$ cat src/rtl/pingpong_bram_ctrl_pkg.sv
// pingpong_bram_ctrl_pkg: shared state encodings and constants for the ping-pong BRAM controller
package pingpong_bram_ctrl_pkg;
  typedef enum logic [1:0] {W_IDLE, W_FILL, W_DROP} wr_state_e;
  typedef enum logic {R_IDLE, R_READ} rd_state_e;
  localparam int DROP_CNT_W = 16;
endpackage

$ cat src/rtl/pingpong_bram_ctrl_lat.sv
// lat_align_sr: delays the read-side {valid,first,last} tags so they line up with RAM read data
module lat_align_sr
  import pingpong_bram_ctrl_pkg::*;
#(
  parameter int RD_LAT = 4
) (
  input  logic       i_clk,
  input  logic       i_reset,
  input  logic [2:0] i_din,
  output logic [2:0] o_dout
);
  logic [2:0] sr_q [RD_LAT];
  logic [2:0] sr_d [RD_LAT];
  always_comb begin
    sr_d[0] = i_din;
    for (int i = 1; i < RD_LAT; i++) sr_d[i] = sr_q[i-1];
  end
  always_ff @(posedge i_clk or posedge i_reset) begin
    if (i_reset) sr_q <= '{default: '0};
    else sr_q <= sr_d;
  end
  assign o_dout = sr_q[RD_LAT-1];
endmodule

$ cat src/rtl/pingpong_bram_ctrl.sv
// pingpong_bram_ctrl: two-bank ping-pong frame buffer controller driving an external BRAM.
// Frames of DEPTH words are written into alternating banks and read out whole once a bank is full.
module pingpong_bram_ctrl
  import pingpong_bram_ctrl_pkg::*;
#(
  parameter int DATA_WIDTH = 32,
  parameter int DEPTH = 256,
  parameter int RD_LAT = 4,
  localparam int AW = $clog2(DEPTH) + 1
) (
  input  logic                  i_clk,
  input  logic                  i_reset,
  input  logic                  i_wr_vld,
  input  logic                  i_wr_sop,
  input  logic [DATA_WIDTH-1:0] i_wr_data,
  output logic                  o_ram_wren,
  output logic [AW-1:0]         o_ram_wraddr,
  output logic [DATA_WIDTH-1:0] o_ram_wdata,
  output logic                  o_ram_rden,
  output logic [AW-1:0]         o_ram_rdaddr,
  input  logic [DATA_WIDTH-1:0] i_ram_q,
  output logic                  o_rd_vld,
  output logic                  o_rd_sop,
  output logic                  o_rd_eop,
  output logic [DATA_WIDTH-1:0] o_rd_data,
  output logic [1:0]            o_bank_full,
  output logic                  o_drop,
  output logic                  o_sop_err,
  output logic [15:0]           o_drop_cnt
);
  localparam int IW = AW - 1;
  localparam logic [IW-1:0] LAST = IW'(DEPTH - 1);
  wr_state_e wst_q, wst_d;
  rd_state_e rdst_q, rdst_d;
  logic [1:0] bank_full_q, bank_full_d;
  logic wr_bank_q, wr_bank_d, rd_bank_q, rd_bank_d;
  logic [IW-1:0] wr_idx_q, wr_idx_d, idx_w;
  logic set_pend_q, set_pend_d, set_bank_q, set_bank_d, clr;
  logic [DROP_CNT_W-1:0] drop_cnt_q, drop_cnt_d;
  logic drop_q, drop_d, sop_err_q, sop_err_d;
  logic wren_q, wren_d, rden_q, rden_d;
  logic [AW-1:0] wraddr_q, wraddr_d, rdaddr_q, rdaddr_d;
  logic [DATA_WIDTH-1:0] wdata_q, wdata_d;
  logic [2:0] sr_out;
  assign idx_w = i_wr_sop ? '0 : wr_idx_q;
  // Completed banks are flagged one cycle late so the last registered write lands before reading starts.
  always_comb begin
    wst_d = wst_q;
    wr_bank_d = wr_bank_q;
    wr_idx_d = wr_idx_q;
    set_pend_d = 1'b0;
    set_bank_d = set_bank_q;
    drop_d = 1'b0;
    sop_err_d = 1'b0;
    drop_cnt_d = drop_cnt_q;
    wren_d = 1'b0;
    wraddr_d = wraddr_q;
    wdata_d = wdata_q;
    if (wst_q == W_FILL) begin
      if (i_wr_vld) begin
        wren_d = 1'b1;
        wdata_d = i_wr_data;
        wraddr_d = {wr_bank_q, idx_w};
        sop_err_d = i_wr_sop;
        wr_idx_d = idx_w + IW'(1);
        if (!i_wr_sop && wr_idx_q == LAST) begin
          set_pend_d = 1'b1;
          set_bank_d = wr_bank_q;
          wr_bank_d = ~wr_bank_q;
          wst_d = W_IDLE;
        end
      end
    end else if (i_wr_vld && i_wr_sop) begin
      if (bank_full_q[wr_bank_q]) begin
        drop_d = 1'b1;
        drop_cnt_d = &drop_cnt_q ? drop_cnt_q : drop_cnt_q + DROP_CNT_W'(1);
        wst_d = W_DROP;
      end else begin
        wren_d = 1'b1;
        wdata_d = i_wr_data;
        wraddr_d = {wr_bank_q, {IW{1'b0}}};
        wr_idx_d = IW'(1);
        wst_d = W_FILL;
      end
    end
  end
  always_comb begin
    rdst_d = rdst_q;
    rd_bank_d = rd_bank_q;
    rden_d = 1'b0;
    rdaddr_d = rdaddr_q;
    clr = 1'b0;
    if (rdst_q == R_IDLE) begin
      if (bank_full_q[rd_bank_q]) begin
        rdst_d = R_READ;
        rden_d = 1'b1;
        rdaddr_d = {rd_bank_q, {IW{1'b0}}};
      end
    end else if (rdaddr_q[IW-1:0] == LAST) begin
      clr = 1'b1;
      rd_bank_d = ~rd_bank_q;
      rdst_d = R_IDLE;
    end else begin
      rden_d = 1'b1;
      rdaddr_d = rdaddr_q + AW'(1);
    end
  end
  // The set targets the bank just filled and the clear the bank being read, so they never collide.
  always_comb begin
    bank_full_d = bank_full_q;
    if (clr) bank_full_d[rd_bank_q] = 1'b0;
    if (set_pend_q) bank_full_d[set_bank_q] = 1'b1;
  end
  always_ff @(posedge i_clk or posedge i_reset) begin
    if (i_reset) begin
      wst_q <= W_IDLE;
      rdst_q <= R_IDLE;
      bank_full_q <= '0;
      wr_bank_q <= 1'b0;
      rd_bank_q <= 1'b0;
      wr_idx_q <= '0;
      set_pend_q <= 1'b0;
      set_bank_q <= 1'b0;
      drop_cnt_q <= '0;
      drop_q <= 1'b0;
      sop_err_q <= 1'b0;
      wren_q <= 1'b0;
      wraddr_q <= '0;
      wdata_q <= '0;
      rden_q <= 1'b0;
      rdaddr_q <= '0;
    end else begin
      wst_q <= wst_d;
      rdst_q <= rdst_d;
      bank_full_q <= bank_full_d;
      wr_bank_q <= wr_bank_d;
      rd_bank_q <= rd_bank_d;
      wr_idx_q <= wr_idx_d;
      set_pend_q <= set_pend_d;
      set_bank_q <= set_bank_d;
      drop_cnt_q <= drop_cnt_d;
      drop_q <= drop_d;
      sop_err_q <= sop_err_d;
      wren_q <= wren_d;
      wraddr_q <= wraddr_d;
      wdata_q <= wdata_d;
      rden_q <= rden_d;
      rdaddr_q <= rdaddr_d;
    end
  end
  lat_align_sr #(.RD_LAT(RD_LAT)) u_lat (
    .i_clk  (i_clk),
    .i_reset(i_reset),
    .i_din  ({rden_q, rden_q && rdaddr_q[IW-1:0] == '0, rden_q && rdaddr_q[IW-1:0] == LAST}),
    .o_dout (sr_out)
  );
  assign {o_rd_vld, o_rd_sop, o_rd_eop} = sr_out;
  assign o_rd_data = i_ram_q;
  assign o_ram_wren = wren_q;
  assign o_ram_wraddr = wraddr_q;
  assign o_ram_wdata = wdata_q;
  assign o_ram_rden = rden_q;
  assign o_ram_rdaddr = rdaddr_q;
  assign o_bank_full = bank_full_q;
  assign o_drop = drop_q;
  assign o_sop_err = sop_err_q;
  assign o_drop_cnt = drop_cnt_q;
endmodule

$ cat config.mk
export PLATFORM = sky130hd
export DESIGN_NAME = pingpong_bram_ctrl
export DESIGN_NICKNAME = d
export VERILOG_FILES = /design/src/rtl/pingpong_bram_ctrl_pkg.sv /design/src/rtl/pingpong_bram_ctrl_lat.sv /design/src/rtl/pingpong_bram_ctrl.sv
export SDC_FILE = /design/constraint.sdc
export NUM_CORES = 1
export LEC_CHECK = 0
export ABC_AREA = 1
export BUFFER_PORTS_ARGS = -buffer_cell sky130_fd_sc_hd__buf_2
export CAP_MARGIN = 25
export CORE_AREA = 8 8 126 99
export CTS_CLUSTER_DIAMETER = 200
export CTS_CLUSTER_SIZE = 30
export DETAILED_ROUTE_END_ITERATION = 7
export DIE_AREA = 0 0 134 107
export PLACE_DENSITY = 0.78
export SLEW_MARGIN = 20
export SYNTH_ARGS = -nofsm -noshare
export SYNTH_HDL_FRONTEND = slang
export SYNTH_SLANG_ARGS = --single-unit
$ cat constraint.sdc
create_clock -name i_clk -period 4.01 [get_ports i_clk]
set_input_delay 0.802 -clock i_clk [delete_from_list [all_inputs] [get_ports i_clk]]
set_output_delay 0.802 -clock i_clk [all_outputs]
set_load 0.005 [all_outputs]
After elaboration in Yosys (flattened, before gate mapping)
Cells that the tools add are included.

Logic and storage cells: 106. Output and inout port bits: 107. Bits in registers: 98.

$lt $le $gt $ge: 5. Muxes and demuxes: 48. Bitwise operators: 7. Reductions and logical operators: 17. Add/sub/neg operators: 3. Equality and inequality tests: 7.

Operators with widths (number): 32-bit 2-to-1 mux (4); 9-bit 2-to-1 mux (7); 8-bit 2-to-1 mux (5); 1-bit 2-to-1 mux (23); 16-bit by 1-bit adder with 16-bit output (second input constant) (1); 8-bit == test (second input constant) (2); 16-bit AND reduction (1); 2-bit 2-to-1 mux (7); 9-bit by 1-bit adder with 9-bit output (second input constant) (1); 3-bit AND reduction (3); 8-bit by 1-bit adder with 8-bit output (second input constant) (1); 8-bit zero test (1); 1-bit logical AND (6); 1-bit by 2-bit less-than comparator with 1-bit output (second input constant) (3); 2-bit inequality test (second input constant) (3); 1-bit NOT (4); 2-bit AND reduction (2); 4-bit AND reduction (1); 2-bit nonzero test (2); 2-bit bitwise AND (1); 1-bit demux with 1-bit select (2); 2-bit by 1-bit == test with 1-bit output (second input constant) (1); 1-bit greater-or-equal comparator (second input constant) (2); 2-bit by 1-bit inequality test with 1-bit output (second input constant) (1); other kinds (3) (3).

Depth between registers and ports, before layout
Depth in word-level cells: 9. Gate-level depth with buffers: 9. Depth with buffers taken out: 9.

Cells and area by module
Synthesis repeated with hierarchy kept, for this count alone.

Cell total of the unflattened synthesis: 559. Area, all modules: 4600.7 µm².

By module, submodules not included: pingpong_bram_ctrl (area each 4296.6 µm², cells each 546, times used 1, seq. area each 2152.1 µm²); lat_align_sr (area each 304.0 µm², cells each 13, times used 1, seq. area each 300.3 µm²).

Least setup slack after synthesis
Ideal clock, no wire load.

Kind: input port to output port. Start point: input i_ram_q[0]. End point: output o_rd_data[0]. Slack: 2.295 ns. Required time: 3.208 ns. Data arrival time: 0.913 ns. Cell stages on the path: 1. Cell sequence: buf_4.

RTL lines: start: declaration (RTL line pingpong_bram_ctrl.sv:21) `input logic [DATA_WIDTH-1:0] i_ram_q,`; end: declaration (RTL line pingpong_bram_ctrl.sv:25) `output logic [DATA_WIDTH-1:0] o_rd_data,`.

No word-level cell between the ends.

Worst setup path in the final report
Start point: input i_wr_sop. End point: register wraddr_q[5], in the netlist o_ram_wraddr[5].

Cells in the longest elaborated chain, start to end: 3. Elaborated cells on any way between the ends: 6. Those cells by class: 3 x mux; 3 x reduce/logical.

RTL lines: start: declaration (RTL line pingpong_bram_ctrl.sv:14) `input logic i_wr_sop,`; 8-bit 2-to-1 mux or 1-bit logical AND (tied branches) (RTL line pingpong_bram_ctrl.sv:45, pingpong_bram_ctrl.sv:73); 9-bit 2-to-1 mux or 2-bit nonzero test (tied branches); 9-bit 2-to-1 mux or 3-bit AND reduction (tied branches); end signal: assignment (RTL line pingpong_bram_ctrl.sv:145) `wraddr_q <= wraddr_d;`; end: declaration (RTL line pingpong_bram_ctrl.sv:42) `logic [AW-1:0] wraddr_q, wraddr_d, rdaddr_q, rdaddr_d;`.

Several ways; a longest one is shown, not always the timed one. The select of a mux whose other input is x is not followed. A chain may end at the register's enable or synchronous reset.

==> impl_metrics.py <==
metrics = {
    "yosys": {
        "yosysSeqAreaShare_pct": 53.2,
        "ys_warn_count": 0,
        "avgSynthCellArea_um2": 8.28,
        "postSynthCellCount": 557,
        "synthTopCellsByArea": "dfrtp_1 (53%), nand2_1 (19%), buf_4 (5.4%)",
        "syn_nets": 629,
        "ys_ff_latch": 98,
        "ys_types": 34,
        "synth_top_area_share_pct": 53.2,
        "syn_area_um2": 4610,
        "synth_top_area_cell": "dfrtp_1",
    },
    "detailed_routing": {
        "wl_per_cell_um": 13.1,
        "vias": 3771,
        "postRouteAntennaNets": 0,
        "route.detailed.drc": 0,
        "vias_per_cell": 4.82,
        "routed_wl_mm": 10.3,
        "first_pass_iters": 4,
        "drtIter0Drc": 190,
    },
    "worst_setup_path": {
        "critPathSlowestCell": "inv_2",
        "crit_path_end_kind": "register",
        "crit_chain": "buf_2 -> nand2_2 -> clkinv_2 -> nand2_1 -> nand2_2 -> inv_2 -> nand2_1 -> o21ai_0",
        "worstPathArrival_ns": 2.55,
        "cp_num_buf_inv": 3,
        "crit_required_ns": 4.26,
        "worstPathMaxFanout": 45,
        "crit_family": "buffers and inverters",
        "cp-start-kind": "input pin",
        "max_stage_delay_ns": 0.73,
        "criticalPathCategory": "in2reg",
    },
    "cts": {
        "cts-hold-fix-buffers": 0,
        "htree_levels": 3,
        "clkSinkCount": 98,
        "post_cts_buffers": 0,
        "cts_resized": 0,
        "clk_pin_slew_worst_paths_ns": 0.06,
        "cts_root_buffer": "clkbuf_16",
        "cts_tree": "yes",
        "cts_buffers": 9,
        "clock_path_buffers": 2,
        "insertion_delay_ns": 0.33,
    },
    "global_routing": {
        "grt_util_all_layers_pct": 14.3,
        "grt_pass1_wl_mm": 17.0,
        "grt_pass1_vias": 3619,
        "grt_max_degree": 62,
        "overflow": 0,
        "antenna_found_initial": 0,
    },
    "placed_design": {
        "portBuffers": 110,
        "gp_congestion": 0.856,
        "place_hpwl_mm": 7.48,
        "pre_cts_slack_ns": 1.33,
    },
    "final_layout": {
        "antenna_cells": 0,
        "syn2layout_area_growth_pct": 16.7,
        "final_core_util_pct": 51.1,
        "nets": 709,
        "fillers": 997,
        "ff_latch_area_um2": 2450,
        "drive_gt1_share_pct": 22.9,
        "multiInputGateArea_um2": 1670,
    },
    "sta": {
        "setup_slack_ns": 1.71,
        "fin_crit_sh_pct": 57.4,
        "finalHoldViolCount": 0,
        "maxSlewViolCount": 0,
        "finalSetupTns_ns": 0,
        "skew_ns": 0.00408,
        "hold_ws_ns": 0.349,
        "post-route-min-period_ns": 2.30,
        "setup_viol": 0,
        "rsz0062_at_grt": "no",
        "slew-limit-headroom_pct": 50.6,
        "worst_pin_slew_ns": 0.741,
        "max_freq_mhz": 434,
    },
    "power_and_ir_drop": {
        "p_leak_nw": 2.98,
        "finalPower_mw": 2.59,
        "powerDensity_nw_per_um2": 482,
        "ir_drop_v": 0.000397,
    },
    "floorplan": {
        "ioPinCount": 175,
        "die_x_um": 134,
        "start_util_pct": 43.8,
        "core_um2": 10500,
        "die_h_um": 107,
        "row_count": 33,
        "die_area_um2": 14300,
    },
    "flow_run": {
        "drv_cap": 0,
    },
    "run_status": {
        "status": "completed",
    },
    "min_path": {
        "hp-class": "reg2reg",
    },
}
[power by group]
part	total [mW]	internal (mW)	switching [mW]	leakage, nW
clock network	0.973	0.612	0.361	0.167
registers	1.19	1.12	0.0715	1.30
logic	0.428	0.164	0.263	1.51
total	2.59	1.90	0.696	2.98
[layout by cell type (no fill, tap or decap)]
master	n
o21ai_0	22
xnor2_1	4
inv_2	2
o21ai_4	1
clkinv_2	2
nand3b_1	1
nand2_1	238
and2_1	1
xor2_1	4
nand2_4	1
o21a_1	1
nor3_2	1
nor2_4	1
bufinv_16	3
inv_4	1
clkinv_1	1
clkbuf_16	9
clkinv_4	1
buf_2	110
nand4_1	13
o31ai_1	1
inv_1	42
o21ai_1	5
nor2_8	1
or2_2	2
ha_1	4
clkbuf_1	1
dfrtp_1	98
nor2_2	2
buf_4	2
nand3_2	2
o21ai_2	1
nand3_1	30
nor2_1	27
nand2_2	4
a21oi_1	1
inv_6	1
nor3_1	1
[path summary, 6_finish.rpt]
check / start / end / cells past startpoint / slack [ns]
min in group asynchronous: i_reset / o_ram_rdaddr[1] / 2 / 0.60
setup / recovery: i_wr_sop / o_ram_wraddr[5] / 8 / 1.71
hold reg to reg: u_lat.sr_d[4] / u_lat.sr_d[1] / 0 / 0.35
setup reg to reg: wr_bank_q / o_ram_wraddr[5] / 6 / 1.71
hold / removal: u_lat.sr_d[4] / u_lat.sr_d[1] / 0 / 0.35
max in group asynchronous: i_reset / o_ram_wraddr[5] / 3 / 2.66
[Yosys cell counts (all sizes together)]
master,instances
nand3b,1
ha,4
o21ai,29
nor2,31
or2,2
a21oi,1
o31ai,1
o21a,1
inv,45
xor2,4
nand4,13
nand3,32
dfrtp,98
nand2,243
xnor2,4
clkinv,2
nor3,2
and2,1
clkbuf,1
buf,42
[state kept, by name (all words and copies together), names as in the netlist, 2 cells and up]
register,cells
o_drop_cnt,16
u_lat.sr_d,9
o_ram_rdaddr,9
u_lat.o_dout,3
wr_idx_q,8
o_ram_wdata,32
o_ram_wraddr,9
wst_q,2
o_bank_full,2
[area by class of cell]
| cell class | instances | share of cell area [%] |
|---|---|---|
| clock buffers | 10 | 4.25 |
| clock inverters | 6 | 2.09 |
| inverters | 47 | 3.35 |
| multi-input cells | 369 | 31.0 |
| flip-flops and latches | 98 | 45.6 |
| well taps | 140 | 3.25 |
| repair buffers | 112 | 10.5 |
[worst register-to-register path, cell delays in order (launching register included)]
cell,delay [ns]
dfrtp_1,0.42
o21ai_2,0.32
nand2_1,0.11
nand2_2,0.53
inv_2,0.51
nand2_1,0.18
o21ai_0,0.10
[cells by family (layout without fill, tap and decap cells)]
group                      count (synthesis)  in the layout  share of synthesized area (%)
xor gates and xnor gates                   8              8                           1.52
AOI/OAI and AO/OA                         32             32                           3.91
buffers and inverters                     90            175                           10.7
DFF                                       98             98                           53.2
and+or+nand+nor                          325            325                           29.6
adders and majority gates                  4              4                           1.08
[metal layers]
metal / vias up / share of wire, % / global-route usage (%)
met2: 100 / 46 / 23.5
met4: 0 / 1.5 / 5.04
met3: 15 / 6.9 / 5.09
met1: 1787 / 46 / 17.1
li1: 1869 / - / -
met5: - / 0 / 0
[stage by stage]
step | area [um^2] | instances
finish | 5380 | 782
global route | 5380 | 782
CTS | 5380 | 782
detailed placement | 5040 | 766
global placement | 5040 | 766
floorplan | 4610 | 557
No activity file was read; power rests on OpenSTA's default activity.
